**src/rtl/algo_err_pkg.sv**
```systemverilog
// Shared error-report types and helpers for the scrub and ECC-report blocks.
// Holds the log-entry layout and a width-generic saturating increment.
package algo_err_pkg;

  localparam int ERR_BITPADR = 5;

  typedef struct packed {
    logic                   derr;
    logic [ERR_BITPADR-1:0] padr;
  } err_log_t;

  // Increment v, holding at the all-ones value of a w-bit counter.
  function automatic logic [31:0] sat_inc(
    input logic [31:0] v,
    input int unsigned w
  );
    logic [31:0] top;
    top = (w >= 32) ? '1 : ((32'd1 << w) - 32'd1);
    return (v >= top) ? v : v + 32'd1;
  endfunction

endpackage

```
**src/rtl/algo_sync_fifo.sv**
```systemverilog
// Synchronous FIFO with push/pop, full/empty and a registered head.
// Head reads as zero while empty so it never exposes stale entries.
module algo_sync_fifo #(
  parameter int WIDTH = 6,
  parameter int DEPTH = 4,
  parameter int BITD  = 2
) (
  input  logic             clk,
  input  logic             rst,
  input  logic             push,
  input  logic [WIDTH-1:0] din,
  input  logic             pop,
  output logic [WIDTH-1:0] dout,
  output logic             full,
  output logic             empty
);

  logic [WIDTH-1:0] mem [DEPTH];
  logic [BITD-1:0]  wr;
  logic [BITD-1:0]  rd;
  logic [BITD:0]    cnt;
  logic             do_push;
  logic             do_pop;

  assign full    = (cnt == (BITD+1)'(DEPTH));
  assign empty   = (cnt == '0);
  assign do_pop  = pop & ~empty;
  // A pop frees the slot, so a push into a full FIFO still lands.
  assign do_push = push & (~full | do_pop);
  assign dout    = empty ? '0 : mem[rd];

  always_ff @(posedge clk) begin
    if (rst) begin
      wr  <= '0;
      rd  <= '0;
      cnt <= '0;
    end else begin
      if (do_push) wr <= wr + 1'b1;
      if (do_pop)  rd <= rd + 1'b1;
      cnt <= cnt + (BITD+1)'(do_push)
                 - (BITD+1)'(do_pop);
    end
  end

  always_ff @(posedge clk) begin
    if (do_push) mem[wr] <= din;
  end

endmodule

```
**src/rtl/algo_1rw_err_logger.sv**
```systemverilog
// Read-response monitor for the 1RW memory model: checks latency,
// counts single/double errors and logs errored addresses in a FIFO.
module algo_1rw_err_logger
  import algo_err_pkg::*;
#(
  parameter int WIDTH     = 4,
  parameter int BITPADR   = 5,
  parameter int MEM_DELAY = 1,
  parameter int LOGDEPTH  = 4,
  parameter int BITLOG    = 2,
  parameter int BITCNT    = 8
) (
  input  logic               clk,
  input  logic               rst,
  input  logic               read_0,
  input  logic               read_vld_0,
  input  logic [WIDTH-1:0]   dout_0,
  input  logic               read_serr_0,
  input  logic               read_derr_0,
  input  logic [BITPADR-1:0] read_padr_0,
  input  logic               clr,
  output logic               log_vld,
  input  logic               log_rdy,
  output logic [BITPADR-1:0] log_padr,
  output logic               log_derr,
  output logic               log_ovf,
  output logic [BITCNT-1:0]  serr_cnt,
  output logic [BITCNT-1:0]  derr_cnt,
  output logic               seq_err
);

  localparam int WBITS = $clog2(MEM_DELAY + 1);

  logic [MEM_DELAY-1:0] exp;
  logic [WBITS-1:0]     warm;
  logic                 chk;
  logic                 evt_s;
  logic                 evt_d;
  logic                 evt;
  logic                 pop;
  logic                 full;
  logic                 empty;
  logic [BITPADR:0]     head;
  logic                 unused_dout;

  assign unused_dout = ^dout_0;

  assign evt_s = read_vld_0 & read_serr_0 & ~read_derr_0;
  assign evt_d = read_vld_0 & read_derr_0;
  assign evt   = evt_s | evt_d;
  assign chk   = (warm == WBITS'(MEM_DELAY));

  assign log_vld = ~empty;
  assign pop     = log_vld & log_rdy;
  assign {log_derr, log_padr} = head;

  algo_sync_fifo #(
    .WIDTH (BITPADR + 1),
    .DEPTH (LOGDEPTH),
    .BITD  (BITLOG)
  ) u_log (
    .clk   (clk),
    .rst   (rst),
    .push  (evt),
    .din   ({read_derr_0, read_padr_0}),
    .pop   (pop),
    .dout  (head),
    .full  (full),
    .empty (empty)
  );

  always_ff @(posedge clk) begin
    if (rst) begin
      exp      <= '0;
      warm     <= '0;
      serr_cnt <= '0;
      derr_cnt <= '0;
      log_ovf  <= 1'b0;
      seq_err  <= 1'b0;
    end else begin
      exp[0] <= read_0;
      for (int i = 1; i < MEM_DELAY; i++)
        exp[i] <= exp[i-1];
      if (!chk) warm <= warm + 1'b1;
      // Clear beats any same-cycle increment or sticky set.
      if (clr) begin
        serr_cnt <= '0;
        derr_cnt <= '0;
        log_ovf  <= 1'b0;
        seq_err  <= 1'b0;
      end else begin
        if (evt_s)
          serr_cnt <= BITCNT'(sat_inc(32'(serr_cnt), BITCNT));
        if (evt_d)
          derr_cnt <= BITCNT'(sat_inc(32'(derr_cnt), BITCNT));
        if (evt & full & ~pop)
          log_ovf <= 1'b1;
        if (chk & (exp[MEM_DELAY-1] != read_vld_0))
          seq_err <= 1'b1;
      end
    end
  end

endmodule

```
**config.mk**
```make
export PLATFORM = sky130hd
export DESIGN_NAME = algo_1rw_err_logger
export DESIGN_NICKNAME = d
export VERILOG_FILES = /design/src/rtl/algo_err_pkg.sv /design/src/rtl/algo_sync_fifo.sv /design/src/rtl/algo_1rw_err_logger.sv
export SDC_FILE = /design/constraint.sdc
export NUM_CORES = 1
export LEC_CHECK = 0
export CORE_UTILIZATION = 30
export CTS_CLUSTER_DIAMETER = 80
export DETAILED_ROUTE_END_ITERATION = 16
export DONT_BUFFER_PORTS = 1
export GPL_ROUTABILITY_DRIVEN = 0
export SYNTH_ARGS = -nofsm -noshare
export SYNTH_HDL_FRONTEND = slang
export SYNTH_HIERARCHICAL = 1
export SYNTH_SLANG_ARGS = --single-unit
```
**constraint.sdc**
```tcl
create_clock -name clk -period 6.12 [get_ports clk]
set_clock_uncertainty 0.2 [all_clocks]
set_input_delay 0.612 -clock clk [delete_from_list [all_inputs] [get_ports clk]]
set_output_delay 0.612 -clock clk [all_outputs]
set_load 0.01 [all_outputs]
```
==> key figures <==
GRT
  • Overall Global Routing Usage: 0.110
  • First-pass GRT wire length: approximately 7200 um
  • Number of global-route vias before repair: roughly 1400
  • Largest net degree at the start of global routing: 18
  • Initial antenna violation count: 0
  • Remaining global-route overflow: 0

Timing
  • Tcrit/Tclk final: 0.478
  • Maximum clock rate: between 300 and 400 MHz
  • Fin crit period: 2.92 ns
  • Final-report hold violation count: 0
  • Max transition margin: 0.654
  • Final max-slew violation count: 0
  • Hold Worst Slack: roughly 0.16 ns
  • Final WS setup: 3.20 ns
  • Worst Tran Pin Value: between 0.5 and 0.6 ns
  • Final setup violation count: 0
  • Unrepaired setup endpoints after global routing: no
  • Total negative slack for setup checks: 0 ns

Synthesis
  • Yosys reg bits: 53
  • FFs w/ async S/R, synth: 0
  • Mapped Area: roughly 2400 um2
  • Synth Flop Type: dfxtp_1
  • Synth unique cells: 50
  • Synthesized area per cell: around 12 um2
  • Number of synthesis warnings: 6
  • Syn Nets: between 200 and 250
  • Sequential area share after synthesis: 0.532
  • Post-synth EDFFs: 24
  • Cells after synthesis: just under 200

Placement
  • DP HPWL: between 3000 and 4000 um
  • PortBufs: 0
  • Pre-CTS setup slack: around 3.1 ns

Setup path
  • Critical path type: register to register
  • Worst setup SP type: register
  • CP most frequent cell: xnor2_1
  • Buf/Inv on CP: 1
  • WP data required: just over 6 ns
  • Max FO, Critical Path: 8
  • Endpoint class of the critical path: register
  • Crit path DAT: 2.93 ns
  • Critical Path, Cell by Cell: nor3_2 > nand2b_1 > inv_1 > o31ai_2 > or2_1 > a21bo_2 > ha_1 > fa_1 > xnor2_1 > xnor2_1 > nor2_1
  • CP max stage delay: about 0.50 ns
  • Path depth of the worst reg2reg path: 11
  • FF-to-FF setup slack: around 3.2 ns
  • RR Startpoint: u_log/cnt[1]$_SDFF_PP0_
  • R2R Path End: u_log/cnt[2]$_SDFF_PP0_
  • Critical path's slowest cell: nor3_2
  • CP delay by family, top: simple AND/OR/NAND/NOR gates

Clock tree
  • Setup bufs post-CTS: 0
  • CTS tree: built
  • CTS resizes: 0
  • Clock buffer count from CTS: 5
  • # hold bufs at CTS: 0
  • Clock Pin Slew Worst Setup and Hold Paths: around 0.10 ns
  • Max clock buf depth: 2
  • Clk sinks: 53
  • CTS H-tree lvls: 2
  • Clock root buffer: clkbuf_8
  • Clock Latency Late Sink: about 0.3 ns

Cells and area
  • Diode count: 0
  • Share of post-route cells with drive strength above 1: 0.142
  • Layout area overhead: 8.23%
  • Nets: ~220

Floorplan
  • Die ar.: between 8000 and 9000 um2
  • Core Region: around 7800 um2
  • Initial Utilization: 0.313
  • Die width: 92.3 um
  • Rows: 32
  • Ports: 42
  • Die height: roughly 92 um

Power and ir drop
  • VDD IR-drop max: between 0.0001 and 0.00015 V
  • Pwr per Cell Area: approximately 330 nW/um2
  • Leak pwr: between 0.9 and 1 nW
  • Total power: around 0.00086 W

Route
  • DRC Markers: 0
  • Vias per inst: approximately 5
  • Drt first pass iters: 4
  • Routed Wire Length: 4480 um
  • WL per Instance: approximately 15 um
  • Antenna Nets Post-Route: 0
  • DR iter-0 viols: 43
  • Via count: ~1500

Min path
  • Worst min-delay path startpoint: rst
  • Hold Path Cell Cnt: 1
  • Worst Hold End: chk$_SDFF_PP0_
  • Path category of the worst min-delay check: primary input to register

Run status
  • Status: complete, no violations

Flow run
  • Total of max-cap violations: 0
-- synthesized netlist by cell type, drive strengths merged, types with 3 or more instances --
cell	n	area share
nor2b	9	0.023
mux4	6	0.055
a211oi	4	0.012
nand3	3	0.0061
nor2	9	0.015
and3	3	0.0077
mux2i	5	0.020
a31oi	4	0.010
nand4	3	0.0077
ha	7	0.036
nor3	5	0.012
nand2	13	0.020
nand2b	3	0.0077
dfxtp	29	0.24
and4	5	0.018
edfxtp	24	0.29
or3	3	0.0077
inv	8	0.012
and2	4	0.012
xor2	3	0.011
a21oi	9	0.020
buf	7	0.023
-- power breakdown --
part	leakage (nW)	switching (W)	total [W]	internal [W]
clock	0.0687	0.000118	0.000282	0.000165
combinational	0.387	0.0000797	0.000152	0.0000722
sequential	0.454	0.0000319	0.000429	0.000397
-- logic make-up after synthesis --
| logic type | share of synthesized area |
|---|---|
| mux | 0.0818 |
| flops | 0.532 |
| xor+xnor | 0.0179 |
| simple gates | 0.175 |
| compound gates | 0.111 |
| buf+inv | 0.0383 |
| fa+ha+maj | 0.0440 |
-- area by class of cell --
cell class                      count  area [um2]
Sequential cell                    53        1300
Fill cell                         791        5160
Clock inverter                      3        68.8
Multi-Input combinational cell    128        1050
Inverter                            8        30.0
Tap cell                          102         128
Clock buffer                        5        68.8
-- metrics by stage --
step	cells	instance area, um2	utilization
after floorplan	198	2450	-
after global placement	291	2510	0.322
after detailed placement	291	2510	0.322
after CTS	299	2650	0.339
after global routing	299	2650	0.339
final	299	2650	0.339
-- worst register-to-register path, delay by kind of cell (launching register included) --
family	cells	cell delay, ns
compound gates	2	0.32
xor+xnor	2	0.32
fa+ha+maj	2	0.56
buf+inv	1	0.07
flops	1	0.41
simple gates	4	0.94
-- cells in the final DEF, fill, tap and decap left out, drive strengths merged, types with 4 or more instances in the layout --
cell,count
dfxtp,29
edfxtp,24
nand2,13
nor2b,9
inv,9
a21oi,9
nor2,9
ha,7
mux4,6
and4,5
mux2i,5
clkbuf,5
nor3,5
a31oi,4
a211oi,4
and2,4
-- worst max-delay path by stage --
stage                                        from  slack, ns                 endpoint  cells after the start
after CTS                 u_log/cnt[1]$_SDFF_PP0_       3.12  u_log/cnt[2]$_SDFF_PP0_                     11
after detailed placement  u_log/cnt[1]$_SDFF_PP0_       3.14  u_log/cnt[2]$_SDFF_PP0_                     11
final                     u_log/cnt[1]$_SDFF_PP0_       3.20  u_log/cnt[2]$_SDFF_PP0_                     11
after global routing      u_log/cnt[1]$_SDFF_PP0_       2.97  u_log/cnt[2]$_SDFF_PP0_                     11
after floorplan           u_log/cnt[1]$_SDFF_PP0_       3.48  u_log/cnt[2]$_SDFF_PP0_                     11
after global placement    u_log/cnt[1]$_SDFF_PP0_       3.21  u_log/cnt[2]$_SDFF_PP0_                     11
-- metal layers --
metal,up-vias,part of all wire,global-route usage
li1,737,-,-
met1,693,0.47,0.136
met2,36,0.46,0.177
met3,5,0.058,0.0369
met4,0,0.012,0.0430
met5,-,0,0
-- flip-flops by register name, indices dropped and copies added (netlist names), named ones only --
| signal | count |
|---|---|
| log_ovf | 1 |
| u_log/mem | 24 |
| u_log/cnt | 3 |
| exp | 1 |
| serr_cnt | 8 |
| seq_err | 1 |
| chk | 1 |
| u_log/rd | 2 |
| u_log/wr | 2 |
| derr_cnt | 8 |
No activity file was read; power rests on OpenSTA's default activity.
